$ cat config.mk
export PLATFORM = sky130hd
export DESIGN_NAME = alu_sequencer_flat
export DESIGN_NICKNAME = d
export VERILOG_FILES = /design/src/rtl/alu_sequencer_if.sv /design/src/rtl/alu_sequencer.sv /design/src/flat_wrapper.sv
export SDC_FILE = /design/constraint.sdc
export NUM_CORES = 1
export LEC_CHECK = 0
export ABC_AREA = 1
export CAP_MARGIN = 40
export CELL_PAD_IN_SITES_DETAIL_PLACEMENT = 0
export CELL_PAD_IN_SITES_GLOBAL_PLACEMENT = 2
export CORE_UTILIZATION = 28
export DETAILED_ROUTE_END_ITERATION = 12
export PLACE_DENSITY_LB_ADDON = 0.3
export SETUP_SLACK_MARGIN = 0.05
export SYNTH_ARGS = -nofsm -noshare
export SYNTH_HDL_FRONTEND = slang
export SYNTH_SLANG_ARGS = --single-unit
export TNS_END_PERCENT = 1
$ cat constraint.sdc
create_clock -name clk -period 1.58 [get_ports clk]
set_input_delay 0.237 -clock clk [delete_from_list [all_inputs] [get_ports clk]]
set_output_delay 0.237 -clock clk [all_outputs]
set_load 0.01 [all_outputs]
$ cat src/rtl/alu_sequencer_if.sv
//==============================================================================
// Module      : alu_sequencer_if
// Description : Request and result handshake bundle for alu_sequencer.
//               master = requester/consumer side, slave = sequencer side.
// Revision    : 1.0 - initial release
//==============================================================================
`default_nettype none

interface alu_sequencer_if;
  // request port
  logic       req_valid;
  logic       req_ready;
  logic [7:0] req_lhs;
  logic [7:0] req_rhs;
  logic [1:0] req_shift_op;
  logic [1:0] req_shift_interp;
  logic [3:0] req_logic_op;
  logic [1:0] req_carry_mode;
  // result port
  logic       res_valid;
  logic       res_ready;
  logic [7:0] res_data;
  logic       res_carry;
  logic       res_zero;
  logic       res_neg;

  modport master (
    output req_valid, req_lhs, req_rhs, req_shift_op, req_shift_interp,
           req_logic_op, req_carry_mode, res_ready,
    input  req_ready, res_valid, res_data, res_carry, res_zero, res_neg
  );

  modport slave (
    input  req_valid, req_lhs, req_rhs, req_shift_op, req_shift_interp,
           req_logic_op, req_carry_mode, res_ready,
    output req_ready, res_valid, res_data, res_carry, res_zero, res_neg
  );
endinterface

`default_nettype wire

$ cat src/rtl/alu_sequencer.sv
//==============================================================================
// Module      : alu_sequencer
// Description : Issue and result stage around the two-stage alu. Registers the
//               alu operands/controls, delays the carry select one cycle to meet
//               alu stage 2, captures results with zero/negative flags into a
//               first-word-fall-through FIFO and owns the arithmetic carry flag.
//               Optional feature macro: ALU_SEQ_FLUSH_EN (adds i_flush input).
// Revision    : 1.0 - initial release
//==============================================================================
`default_nettype none

module alu_sequencer #(
  parameter int DELAY_RISE = 0,
  parameter int DELAY_FALL = 0,
  parameter int RES_DEPTH  = 4
) (
  input  logic             clk,
  input  logic             rst,
`ifdef ALU_SEQ_FLUSH_EN
  input  logic             i_flush,
`endif
  alu_sequencer_if.slave   bus,
  output logic [7:0]       o_alu_lhs,
  output logic [7:0]       o_alu_rhs,
  output logic [1:0]       o_alu_shift_op,
  output logic [1:0]       o_alu_shift_interp,
  output logic [3:0]       o_alu_logic_op,
  output logic [1:0]       o_alu_carry_sel,
  input  logic [7:0]       i_alu_result,
  input  logic             i_alu_carry_out,
  output logic             o_carry_flag
);

  localparam int                 c_ptr_w    = $clog2(RES_DEPTH);
  localparam int                 c_cnt_w    = $clog2(RES_DEPTH + 1);
  localparam logic [c_cnt_w:0]   c_depth    = (c_cnt_w + 1)'(RES_DEPTH);
  localparam logic [c_ptr_w-1:0] c_ptr_last = c_ptr_w'(RES_DEPTH - 1);

  // Delay parameters exist for interface compatibility only; reject nonsense values.
  generate
    if (RES_DEPTH < 2 || DELAY_RISE < 0 || DELAY_FALL < 0) begin : g_param_check
      $error("alu_sequencer: RES_DEPTH must be >= 2 and delays non-negative");
    end
  endgenerate

  // issue registers
  logic [7:0] r_lhs;
  logic [7:0] r_rhs;
  logic [1:0] r_shift_op;
  logic [1:0] r_shift_interp;
  logic [3:0] r_logic_op;
  logic [1:0] r_mode;
  logic [1:0] r_carry_sel;
  // op tokens: V1 = op in alu stage 1 input, V2 = op in alu stage 2
  logic       r_v1;
  logic       r_v2;
  logic       r_carry_flag;
  // result FIFO, entry = {data[7:0], carry, zero, neg}
  logic [10:0]        r_mem [RES_DEPTH];
  logic [c_ptr_w-1:0] r_wr_ptr;
  logic [c_ptr_w-1:0] r_rd_ptr;
  logic [c_cnt_w-1:0] r_count;

  logic             w_flush;
  logic             w_accept;
  logic             w_push;
  logic             w_pop;
  logic             w_cin;
  logic             w_flag_next;
  logic [c_cnt_w:0] w_used;
  logic [10:0]      w_head;

`ifdef ALU_SEQ_FLUSH_EN
  assign w_flush = i_flush;
`else
  assign w_flush = 1'b0;
`endif

  // Credit counts every op that will eventually land, so the FIFO cannot overflow.
  assign w_used         = {{c_cnt_w{1'b0}}, r_v1} + {{c_cnt_w{1'b0}}, r_v2} + {1'b0, r_count};
  assign bus.req_ready  = (w_used < c_depth) & ~w_flush;
  assign w_accept       = bus.req_valid & bus.req_ready;
  assign w_push         = r_v2 & ~w_flush;
  assign w_pop          = bus.res_valid & bus.res_ready & ~w_flush;

  // Carry flag as it will stand after this edge; forwards the capturing op's carry
  // so a mode-10 op right behind its predecessor sees the fresh value.
  always_comb begin
    w_flag_next = r_carry_flag;
    if (w_flush) begin
      w_flag_next = 1'b0;
    end else if (r_v2) begin
      w_flag_next = i_alu_carry_out;
    end
  end

  // Carry-in selection from the issued op's carry mode; reserved mode acts as 00.
  always_comb begin
    w_cin = 1'b0;
    case (r_mode)
      2'b01:   w_cin = 1'b1;
      2'b10:   w_cin = w_flag_next;
      default: w_cin = 1'b0;
    endcase
  end

  // Issue registers, op tokens, delayed carry select and carry flag.
  always_ff @(posedge clk or posedge rst) begin
    if (rst) begin
      r_lhs          <= 8'h00;
      r_rhs          <= 8'h00;
      r_shift_op     <= 2'b00;
      r_shift_interp <= 2'b00;
      r_logic_op     <= 4'h0;
      r_mode         <= 2'b00;
      r_carry_sel    <= 2'b00;
      r_v1           <= 1'b0;
      r_v2           <= 1'b0;
      r_carry_flag   <= 1'b0;
    end else begin
      if (w_accept) begin
        r_lhs          <= bus.req_lhs;
        r_rhs          <= bus.req_rhs;
        r_shift_op     <= bus.req_shift_op;
        r_shift_interp <= bus.req_shift_interp;
        r_logic_op     <= bus.req_logic_op;
        r_mode         <= bus.req_carry_mode;
      end
      r_v1         <= w_accept;
      r_v2         <= r_v1 & ~w_flush;
      r_carry_sel  <= {1'b0, w_cin};
      r_carry_flag <= w_flag_next;
    end
  end

  // FIFO storage; contents are only observed through the valid-gated head.
  always_ff @(posedge clk) begin
    if (w_push) begin
      r_mem[r_wr_ptr] <= {i_alu_result, i_alu_carry_out, (i_alu_result == 8'h00), i_alu_result[7]};
    end
  end

  // FIFO pointers and occupancy.
  always_ff @(posedge clk or posedge rst) begin
    if (rst) begin
      r_wr_ptr <= '0;
      r_rd_ptr <= '0;
      r_count  <= '0;
    end else if (w_flush) begin
      r_wr_ptr <= '0;
      r_rd_ptr <= '0;
      r_count  <= '0;
    end else begin
      if (w_push) begin
        r_wr_ptr <= (r_wr_ptr == c_ptr_last) ? '0 : r_wr_ptr + c_ptr_w'(1);
      end
      if (w_pop) begin
        r_rd_ptr <= (r_rd_ptr == c_ptr_last) ? '0 : r_rd_ptr + c_ptr_w'(1);
      end
      if (w_push && !w_pop) begin
        r_count <= r_count + c_cnt_w'(1);
      end else if (!w_push && w_pop) begin
        r_count <= r_count - c_cnt_w'(1);
      end
    end
  end

  assign w_head        = (r_count != '0) ? r_mem[r_rd_ptr] : 11'h000;
  assign bus.res_valid = (r_count != '0);
  assign bus.res_data  = w_head[10:3];
  assign bus.res_carry = w_head[2];
  assign bus.res_zero  = w_head[1];
  assign bus.res_neg   = w_head[0];

  assign o_alu_lhs          = r_lhs;
  assign o_alu_rhs          = r_rhs;
  assign o_alu_shift_op     = r_shift_op;
  assign o_alu_shift_interp = r_shift_interp;
  assign o_alu_logic_op     = r_logic_op;
  assign o_alu_carry_sel    = r_carry_sel;
  assign o_carry_flag       = r_carry_flag;

endmodule

`default_nettype wire

$ cat src/flat_wrapper.sv
// flat-port wrapper written by rule: the top's interface ports become plain ports
module alu_sequencer_flat 
#(
  parameter int DELAY_RISE = 0,
  parameter int DELAY_FALL = 0,
  parameter int RES_DEPTH  = 4
)
  (clk, rst, o_alu_lhs, o_alu_rhs, o_alu_shift_op, o_alu_shift_interp, o_alu_logic_op, o_alu_carry_sel, i_alu_result, i_alu_carry_out, o_carry_flag, bus_req_valid, bus_req_lhs, bus_req_rhs, bus_req_shift_op, bus_req_shift_interp, bus_req_logic_op, bus_req_carry_mode, bus_res_ready, bus_req_ready, bus_res_valid, bus_res_data, bus_res_carry, bus_res_zero, bus_res_neg);
  alu_sequencer_if bus_i ();
  input  logic clk;
  input  logic rst;
  output logic [7:0] o_alu_lhs;
  output logic [7:0] o_alu_rhs;
  output logic [1:0] o_alu_shift_op;
  output logic [1:0] o_alu_shift_interp;
  output logic [3:0] o_alu_logic_op;
  output logic [1:0] o_alu_carry_sel;
  input  logic [7:0] i_alu_result;
  input  logic i_alu_carry_out;
  output logic o_carry_flag;
  input wire logic [$bits(bus_i.req_valid)-1:0] bus_req_valid;
  input wire logic [$bits(bus_i.req_lhs)-1:0] bus_req_lhs;
  input wire logic [$bits(bus_i.req_rhs)-1:0] bus_req_rhs;
  input wire logic [$bits(bus_i.req_shift_op)-1:0] bus_req_shift_op;
  input wire logic [$bits(bus_i.req_shift_interp)-1:0] bus_req_shift_interp;
  input wire logic [$bits(bus_i.req_logic_op)-1:0] bus_req_logic_op;
  input wire logic [$bits(bus_i.req_carry_mode)-1:0] bus_req_carry_mode;
  input wire logic [$bits(bus_i.res_ready)-1:0] bus_res_ready;
  output wire logic [$bits(bus_i.req_ready)-1:0] bus_req_ready;
  output wire logic [$bits(bus_i.res_valid)-1:0] bus_res_valid;
  output wire logic [$bits(bus_i.res_data)-1:0] bus_res_data;
  output wire logic [$bits(bus_i.res_carry)-1:0] bus_res_carry;
  output wire logic [$bits(bus_i.res_zero)-1:0] bus_res_zero;
  output wire logic [$bits(bus_i.res_neg)-1:0] bus_res_neg;
  assign bus_i.req_valid = bus_req_valid;
  assign bus_i.req_lhs = bus_req_lhs;
  assign bus_i.req_rhs = bus_req_rhs;
  assign bus_i.req_shift_op = bus_req_shift_op;
  assign bus_i.req_shift_interp = bus_req_shift_interp;
  assign bus_i.req_logic_op = bus_req_logic_op;
  assign bus_i.req_carry_mode = bus_req_carry_mode;
  assign bus_i.res_ready = bus_res_ready;
  assign bus_req_ready = bus_i.req_ready;
  assign bus_res_valid = bus_i.res_valid;
  assign bus_res_data = bus_i.res_data;
  assign bus_res_carry = bus_i.res_carry;
  assign bus_res_zero = bus_i.res_zero;
  assign bus_res_neg = bus_i.res_neg;
  alu_sequencer #(.DELAY_RISE(DELAY_RISE), .DELAY_FALL(DELAY_FALL), .RES_DEPTH(RES_DEPTH)) u_core (.clk(clk), .rst(rst), .bus(bus_i), .o_alu_lhs(o_alu_lhs), .o_alu_rhs(o_alu_rhs), .o_alu_shift_op(o_alu_shift_op), .o_alu_shift_interp(o_alu_shift_interp), .o_alu_logic_op(o_alu_logic_op), .o_alu_carry_sel(o_alu_carry_sel), .i_alu_result(i_alu_result), .i_alu_carry_out(i_alu_carry_out), .o_carry_flag(o_carry_flag));
endmodule
Yosys cells after proc, flatten, opt, wreduce, memory -nomap -nowiden
Memory sizes are Yosys's and may differ from the RTL's.
Index checks and enable logic that the tools add are counted.
Cells by class
  shift-type cells: 0
  equal/unequal tests: 4
  $add $sub $neg: 6
  multiplexer cells: 9
  reduce and logical (&&, ||, !) cells: 7
  multiply operators: 0
  magnitude comparators: 1
  bitwise logic cells: 2
  divide/modulo/power cells: 0
Operators with widths (number)
  $mux W11: 1
  $logic_not A8 Y1: 1
  $eq A2 B2 Y1 const B: 3
  $mux W3: 2
  $add A2 B1 Y2 const B: 2
  $add A4 B3 Y4: 1
  $lt A4 B3 Y1 const B: 1
  $mux W2: 2
  $add A3 B1 Y3 const B: 1
  $mux W1: 3
  $reduce_bool A3 Y1: 1
  $sub A3 B1 Y3 const B: 1
  $add A1 B1 Y2: 1
  $and A1 B1 Y1: 2
  $eq A2 B1 Y1 const B: 1
  $logic_and A1 B1 Y1: 2
  $logic_not A1 Y1: 2
  $pmux W1 S2: 1
  $reduce_bool A2 Y1: 1
Storage, ports and cells
  word-level logic and storage cells: 43
  bits in latches: 0
  memories kept: 1
  ROM bits: 0
  memory bits (writable): 44
  register bits: 37
Memories
  u_core.r_mem: words 4, bits a word 11, read ports 1, clocked after memory_dff 0, write ports 1, RTL line alu_sequencer.sv:59  | logic [10:0] r_mem [RES_DEPTH];

Depth between registers and ports, before layout
Gate-level depths: netlist of run 1.
  word-level depth: 5
  mapped depth: 11
  depth with buffers taken out: 11

Worst setup path before layout of run 1
No wires, ideal clock.
  path kind: reg-to-reg
  start point: register u_core.r_count[0]
  end point: register u_core.r_count[2]
  path buffers: 0
  library setup time: 117 ps
  period minus slack after synthesis: 1747 ps
  path slack: -167 ps
  required time: 1463 ps
  data arrival time: 1630 ps
  cell stages (with the launch flop): 11
  path through: dfrtp_1 nor2_1 nand2_1 nand2_1 ha_1 inv_1 fa_1 nand2_1 nand3_1 nand2_1 nand2_1
On the way
  cells in the longest elaborated chain, start to end: 5
Ends and longest elaborated chain
  start, declared: RTL line alu_sequencer.sv:62  | logic [c_cnt_w-1:0] r_count;
  start signal, assigned: RTL line alu_sequencer.sv:161  | r_count <= r_count + c_cnt_w'(1);
  start signal, assigned: RTL line alu_sequencer.sv:163  | r_count <= r_count - c_cnt_w'(1);
  $reduce_bool A3 Y1 (*): RTL line alu_sequencer.sv:169  | assign bus.res_valid = (r_count != '0);
  named net bus_res_valid: RTL line flat_wrapper.sv:30  | output wire logic [$bits(bus_i.res_valid)-1:0] bus_res_valid;
  $and A1 B1 Y1 (*): RTL line alu_sequencer.sv:84  | assign w_pop = bus.res_valid & bus.res_ready & ~w_flush;
  $logic_not A1 Y1: RTL line alu_sequencer.sv:160  | if (w_push && !w_pop) begin
  $logic_and A1 B1 Y1: RTL line alu_sequencer.sv:160
  $mux W3 or $reduce_bool A2 Y1 (tied branches)
The timed path passes the listed nets; every way through them passes the cells marked *. The select of a mux whose other input is x is not followed.
A chain may end at the register's enable or synchronous reset.

Final worst setup path of run 1
  start point: register u_core.r_v1
  end point: output port bus_req_ready
On the way
  cells in the longest elaborated chain, start to end: 3
Ends and longest elaborated chain
  start, declared: RTL line alu_sequencer.sv:55  | logic r_v1;
  start signal, assigned: RTL line alu_sequencer.sv:129  | r_v1 <= w_accept;
  $add A1 B1 Y2: RTL line alu_sequencer.sv:80  | assign w_used = {{c_cnt_w{1'b0}}, r_v1} + {{c_cnt_w{1'b0}}, r_v2} + {1'b0, r_count};
  $add A4 B3 Y4: RTL line alu_sequencer.sv:80
  $lt A4 B3 Y1: RTL line alu_sequencer.sv:81  | assign bus.req_ready = (w_used < c_depth) & ~w_flush;
  end, declared: RTL line flat_wrapper.sv:29  | output wire logic [$bits(bus_i.req_ready)-1:0] bus_req_ready;
No other way between the ends.

==> results of run 1 <==
[layout by cell type, fill, tap and decap left out, types with 2 or more instances in the layout]
cell type and count:
nand3_1 22, clkdlybuf4s50_1 56, inv_1 85, buf_2 12, inv_6 4, o21ai_0 2, a21oi_1 6, o21ai_2 26
nand2_1 71, buf_4 20, nor2_1 6, nand2_2 15, dfrtp_1 36, buf_12 5, nand2_4 2, a21oi_2 6
clkbuf_16 9, buf_6 4, dlymetal6s2s_1 8, edfxtp_1 40, ha_1 7, nand3_2 2, ha_4 2
[power groups by stage]
| stage | clock, mW | combinational (mW) | sequential [mW] |
|---|---|---|---|
| 3_3_place_gp | 0 | 4.34 | 3.08 |
| 2_1_floorplan | 0 | 2.16 | 3.25 |
| 3_5_place_dp | 0 | 4.39 | 3.09 |
| 6_report | 2.11 | 4.41 | 3.10 |
| 5_1_grt | 2.26 | 4.87 | 3.17 |
| 4_1_cts | 2.18 | 4.47 | 3.09 |
[layer usage]
| layer | routed length, um | part of all wire | GRT usage | vias up |
|---|---|---|---|---|
| met2 | 3563 | 0.49 | 0.1980 | 66 |
| met3 | 712 | 0.097 | 0.06353 | 5 |
| met4 | 71 | 0.0097 | 0.04416 | 0 |
| li1 | - | - | - | 1298 |
| met1 | 2995 | 0.41 | 0.1349 | 1113 |
| met5 | 0 | 0 | 0 | - |
[final cells by class]
class,instances,share of cell area
flip-flops and latches,77,0.4166
multi-input cells,177,0.2145
clock buffers,9,0.04409
inverters,88,0.06613
clock inverters,7,0.01567
well taps,168,0.04115
repair buffers,106,0.2018
[what timing repair did]
| item | in CTS | in global routing |
|---|---|---|
| pin swaps | 8 | 0 |
| endpoints found under the setup margin | 34 | 48 |
| buffers inserted | 5 | 0 |
| cloned | 1 | 0 |
| resized for setup | 74 | 18 |
[cell usage after synthesis]
master and number:
nand2_2 3, and2_1 1, clkinv_1 1, xnor2_1 1, nand2_1 85, nand3_4 1, dfrtp_1 37, o21ai_0 2
nor2_4 1, inv_1 85, buf_6 5, a21oi_1 12, ha_1 10, buf_4 2, edfxtp_1 40, buf_2 6
inv_2 2, conb_1 1, fa_1 1, o21ai_1 1, nand4_1 1, nand3_2 1, nor2_1 6, o21ai_2 26
nand3_1 23, or2_2 1
[critical path: stages, from the launching register on]
cell and delay (ns):
dfrtp_1 0.39, ha_2 0.20, ha_4 0.26, nand3_2 0.06, nand2_1 0.06, inv_1 0.03
buf_2 0.13
[sequential cells by signal (all words and copies together), names as in the netlist]
signal,cells
u_core.o_alu_shift_interp,2
u_core.r_rd_ptr,2
u_core.o_alu_lhs,8
u_core.o_alu_rhs,8
u_core.r_wr_ptr,2
u_core.r_mem,40
u_core.o_alu_shift_op,2
u_core.r_v1,1
u_core.o_alu_logic_op,4
u_core.r_mode,2
u_core.r_count,3
u_core.r_v2,1
u_core.o_carry_flag,1
u_core.o_alu_carry_sel,1
[worst paths after layout]
path | start | endpoint | slack, ns
worst max-delay path | u_core.r_v1 | bus_req_ready | -0.11
worst min-delay path | rst | u_core.o_alu_rhs[7] | 0.24
worst max register to register | u_core.r_count[0] | u_core.r_count[2] | -0.05
worst min register to register | u_core.r_v1 | u_core.r_v2 | 0.40
max in group asynchronous | rst | u_core.r_rd_ptr[0] | 1.05
min in group clk | u_core.r_v1 | u_core.r_v2 | 0.40
[per-stage QoR]
stage,hold WS (ns),util
after floorplan,0.3359,-
after global placement,0.3626,0.3838
after detailed placement,0.3756,0.3838
after CTS,0.2399,0.4144
after global routing,0.2706,0.4183
final,0.2444,0.4183
[kinds of logic after synthesis]
logic type,after synthesis,share of synthesized area
AO/OA/AOI/OAI,41,0.08524
XOR/XNOR,1,0.002466
adder cells (fa/ha/maj),11,0.04086
buffers and inverters,101,0.1215
flip-flops,77,0.5988
other,1,0.001056
AND/OR/NAND/NOR,123,0.1501
==> impl_metrics.env, run 1 <==
export IMPL_maxSlewViolCount=0
export IMPL_ctsHoldBuffers=0
export IMPL_violations="setup timing"
export IMPL_setup_slack_ns=-0.1132
export IMPL_cts_tree="done"
export IMPL_gp_congestion=0.7200
export IMPL_coreArea_sq_mm=0.01221
export IMPL_crit_required_ns=1.34
export IMPL_die_h_um=114.6
export IMPL_power_frac_comb=0.459
export IMPL_vias=2482
export IMPL_grt_pass1_vias=2423
export IMPL_worst_endpoint_arrival_ns=1.46
export IMPL_max_freq_mhz=590.6
export IMPL_multi_input_area_sq_mm=0.001096
export IMPL_synthToLayoutAreaGrowth_pct=43.82
export IMPL_die_area_sq_mm=0.01314
export IMPL_post_drt_wl_per_cell_um=11.62
export IMPL_place_ws_ns=-0.2529
export IMPL_yosysSeqAreaShare=0.5988
export IMPL_p_int_mw=6.159
export IMPL_dr_first_iter_drc_count=83
export IMPL_drive_gt1_frac=0.2565
export IMPL_synth_area_leader_cell="edfxtp_1"
export IMPL_remaining_drc_errors=0
export IMPL_dpl_instance_area_sq_mm=0.004687
export IMPL_setup_viol=13
export IMPL_num_nets_final=509
export IMPL_ys_ff_latch=77
export IMPL_yosys_warnings=0
export IMPL_fill_cells=1239
export IMPL_total_power_mw=9.609
export IMPL_rows=40
export IMPL_grt_pass1_wl_mm=11.76
export IMPL_yosys_cell_types_count=26
export IMPL_p_sw_mw=3.450
export IMPL_swShare=0.3591
export IMPL_dpl_cell_count=610
export IMPL_crit_type="flip-flop to primary output"
export IMPL_synthesis_area_sq_mm=0.003552
export IMPL_hold_class="primary input to async pin"
export IMPL_antenna_found_initial=0
export IMPL_num_antenna_cells=0
export IMPL_synthCells=355
export IMPL_drtAntennaViolNets=0
export IMPL_tns_ns=-0.5159
export IMPL_cts_max_level=3
export IMPL_io_pins=79
export IMPL_vias_per_cell=3.927
export IMPL_synth_area_leaders="edfxtp_1, dfrtp_1, inv_1, nand2_1, o21ai_2"
export IMPL_finalNonFillerCells=632
export IMPL_fin_crit_sh=1.072
export IMPL_skew_ns=0.007114
export IMPL_power_density_cell_area_mw_per_mm2=1881
export IMPL_cts_root_buffer="clkbuf_16"
export IMPL_hpwlAfterDp_mm=4.993
export IMPL_regArea_sq_mm=0.002128
export IMPL_rsz0062_at_grt="true"
export IMPL_cp_start_kind="flip-flop"
export IMPL_reg2regPathDepth=10
export IMPL_syn_nets=405
export IMPL_grt_max_degree=31
export IMPL_syn_area_per_cell_sq_um=10.01
export IMPL_die_w_um=114.6
export IMPL_cts_buffers=9
export IMPL_initial_core_util=0.2909
export IMPL_leakage_nw=2.473
export IMPL_wl_mm=7.342
export IMPL_numClockSinks=77
export IMPL_clock_latency_ns=0.33
export IMPL_drt_pass1_iterations=4
export IMPL_synth_top_area_frac=0.3381
export IMPL_power_frac_seq=0.322
export IMPL_cap_violations=0
export IMPL_grt_total_usage=0.1214
export IMPL_clkPwrFrac=0.219
export IMPL_outcome="complete, but fails checks"
export IMPL_crit_path_end_kind="primary output"
export IMPL_cp_max_fo=2
export IMPL_clk_path_buf_depth=2
export IMPL_port_buffers=77
export IMPL_path_clk_slew_ns=0.06
export IMPL_hold_viol=0
export IMPL_grt_overflow=0
export IMPL_vdd_drop_max_uv=700.8
export IMPL_final_area_sq_mm=0.005109
export IMPL_min_period_ns=1.693
Note: power is estimated with default switching activity, not from simulation.
==> inputs of run 2 (changes only) <==
SKIP_LAST_GASP = 1   (was unset)
TNS_END_PERCENT = 30   (was 1)
==> run 2 against run 1 <==
The run still ends with setup timing left; clock power about the same; worst hold slack about the same; total power up 0.22%; first-iteration DRC count unchanged; cell count unchanged; sequential power about the same; die area unchanged; fmax about the same; combinational power up 0.9%; sequential share of layout area up 0.14 points; critical path depth unchanged; critical endpoint unchanged.
==> impl_metrics.env, run 2 (synthesized netlist as in run 1, its figures left out) <==
export IMPL_final_cell_mix="inv_1, nand2_1, clkdlybuf4s50_1"
export IMPL_leakage_nw=2.385
export IMPL_coreArea_sq_mm=0.01221
export IMPL_utilization=0.4169
export IMPL_drive_gt1_frac=0.2392
export IMPL_regMostFlops="u_core.r_mem"
export IMPL_cp_start_kind="flip-flop"
export IMPL_hpwlAfterDp_mm=4.993
export IMPL_grt_max_degree=31
export IMPL_antenna_found_initial=0
export IMPL_max_freq_mhz=590.4
export IMPL_vdd_drop_max_uv=698.4
export IMPL_max_stage_delay_ns=0.39
export IMPL_die_w_um=114.6
export IMPL_power_density_cell_area_mw_per_mm2=1892
export IMPL_crit_start="u_core.r_v1"
export IMPL_cts_buffers=9
export IMPL_skew_ns=0.006872
export IMPL_path_cells="ha_2, ha_4, nand3_2, nand2_1, inv_1, buf_2"
export IMPL_die_h_um=114.6
export IMPL_vias=2475
export IMPL_violations="setup timing"
export IMPL_port_buffers=77
export IMPL_outcome="complete, but fails checks"
export IMPL_post_drt_wl_per_cell_um=11.61
export IMPL_grt_pass1_vias=2446
export IMPL_path_clk_slew_ns=0.06
export IMPL_cap_violations=0
export IMPL_slowest_stage="dfrtp_1"
export IMPL_timing_hold_ws_ns=0.2446
export IMPL_cts_root_buffer="clkbuf_16"
export IMPL_crit_path_end_kind="primary output"
export IMPL_largest_reg_flops=40
export IMPL_grt_pass1_wl_mm=11.90
export IMPL_gp_congestion=0.7200
export IMPL_vias_per_cell=3.916
export IMPL_place_ws_ns=-0.2529
export IMPL_cts_max_level=3
export IMPL_initial_core_util=0.2909
export IMPL_rsz0062_at_grt="true"
export IMPL_ctsHoldBuffers=0
export IMPL_clk_path_buf_depth=2
export IMPL_grt_overflow=0
export IMPL_num_antenna_cells=0
export IMPL_clock_latency_ns=0.33
export IMPL_num_nets_final=509
export IMPL_die_area_sq_mm=0.01314
export IMPL_drt_pass1_iterations=4
export IMPL_min_period_ns=1.694
export IMPL_synthToLayoutAreaGrowth_pct=43.33
export IMPL_worstReg2RegStart="u_core.r_count[0]"
export IMPL_wl_mm=7.336
export IMPL_rows=40
export IMPL_final_area_sq_mm=0.005091
export IMPL_drtAntennaViolNets=0
export IMPL_grt_total_usage=0.1226
export IMPL_fill_cells=1238
export IMPL_setup_slack_ns=-0.1137
export IMPL_fin_crit_sh=1.072
export IMPL_hold_viol=0
export IMPL_dpl_instance_area_sq_mm=0.004687
export IMPL_dr_first_iter_drc_count=83
export IMPL_final_common_cell="inv_1"
export IMPL_io_pins=79
export IMPL_worst_endpoint_arrival_ns=1.46
export IMPL_total_power_mw=9.630
export IMPL_path_delay_family="adder cells"
export IMPL_numClockSinks=77
export IMPL_remaining_drc_errors=0
export IMPL_crit_type="flip-flop to primary output"
export IMPL_maxSlewViolCount=0
export IMPL_setup_viol=15
export IMPL_cp_num_buf_inv=2
export IMPL_cp_max_fo=2
export IMPL_crit_required_ns=1.34
export IMPL_cts_tree="done"
export IMPL_hold_class="primary input to async pin"
## run 2: changes by cell type in the layout (fill, tap and decap cells not counted), moves of 3 or more
cell and change:
dlymetal6s2s_1 -8, nand2_1 +11, nand2_2 -11, nand3_2 +3, clkdlybuf4s50_1 +8, nand3_1 -3
## run 2: timing repair
item	4_1_cts	5_1_grt
gates cloned	1	0
resized for setup	68	11
setup endpoints to repair	34	46
buffers inserted	5	0
pin swaps	10	4
## run 2: tightest hold or removal path, delay by kind of cell
kind / cells / cell delay (ns)
buffers and inverters: 3 / 0.70
## run 2: cell type report
| class | instances | area, sq um | area share |
|---|---|---|---|
| repair buffers | 106 | 1012 | 0.1988 |
| clock buffers | 9 | 225.2 | 0.04424 |
| inverters | 88 | 340.3 | 0.06685 |
| well taps | 168 | 210.2 | 0.04129 |
| flip-flops and latches | 77 | 2128 | 0.4180 |
| multi-input cells | 177 | 1095 | 0.2150 |
| clock inverters | 7 | 80.08 | 0.01573 |
## run 2: per-layer routing
layer / GRT usage / share of wire / vias to the layer above
li1: - / - / 1297
met1: 0.1362 / 0.41 / 1106
met2: 0.2004 / 0.48 / 65
met3: 0.06353 / 0.099 / 7
met4: 0.04416 / 0.011 / 0
met5: 0 / 0 / -
## run 2: path summary, 6_finish.rpt
check / end / slack (ns) / cells past startpoint
worst max-delay path: bus_req_ready / -0.11 / 6
worst min-delay path: u_core.o_alu_rhs[7] / 0.24 / 3
worst max register to register: u_core.r_count[2] / -0.05 / 10
worst min register to register: u_core.r_v2 / 0.40 / 0
max in group asynchronous: u_core.r_rd_ptr[0] / 1.06 / 3
min in group clk: u_core.r_v2 / 0.40 / 0
## run 2: stage by stage
step | setup TNS, ns | cells
after floorplan | -0.07194 | 355
after global placement | -1.375 | 610
after detailed placement | -1.516 | 610
after CTS | -1.175 | 632
after global routing | -3.000 | 632
final | -0.7339 | 632
## run 2: power breakdown
part	switching (mW)	total [mW]	internal [mW]
registers	0.313	3.08	2.76
clock network	0.859	2.11	1.25
logic	2.28	4.45	2.17
total	3.45	9.63	6.18
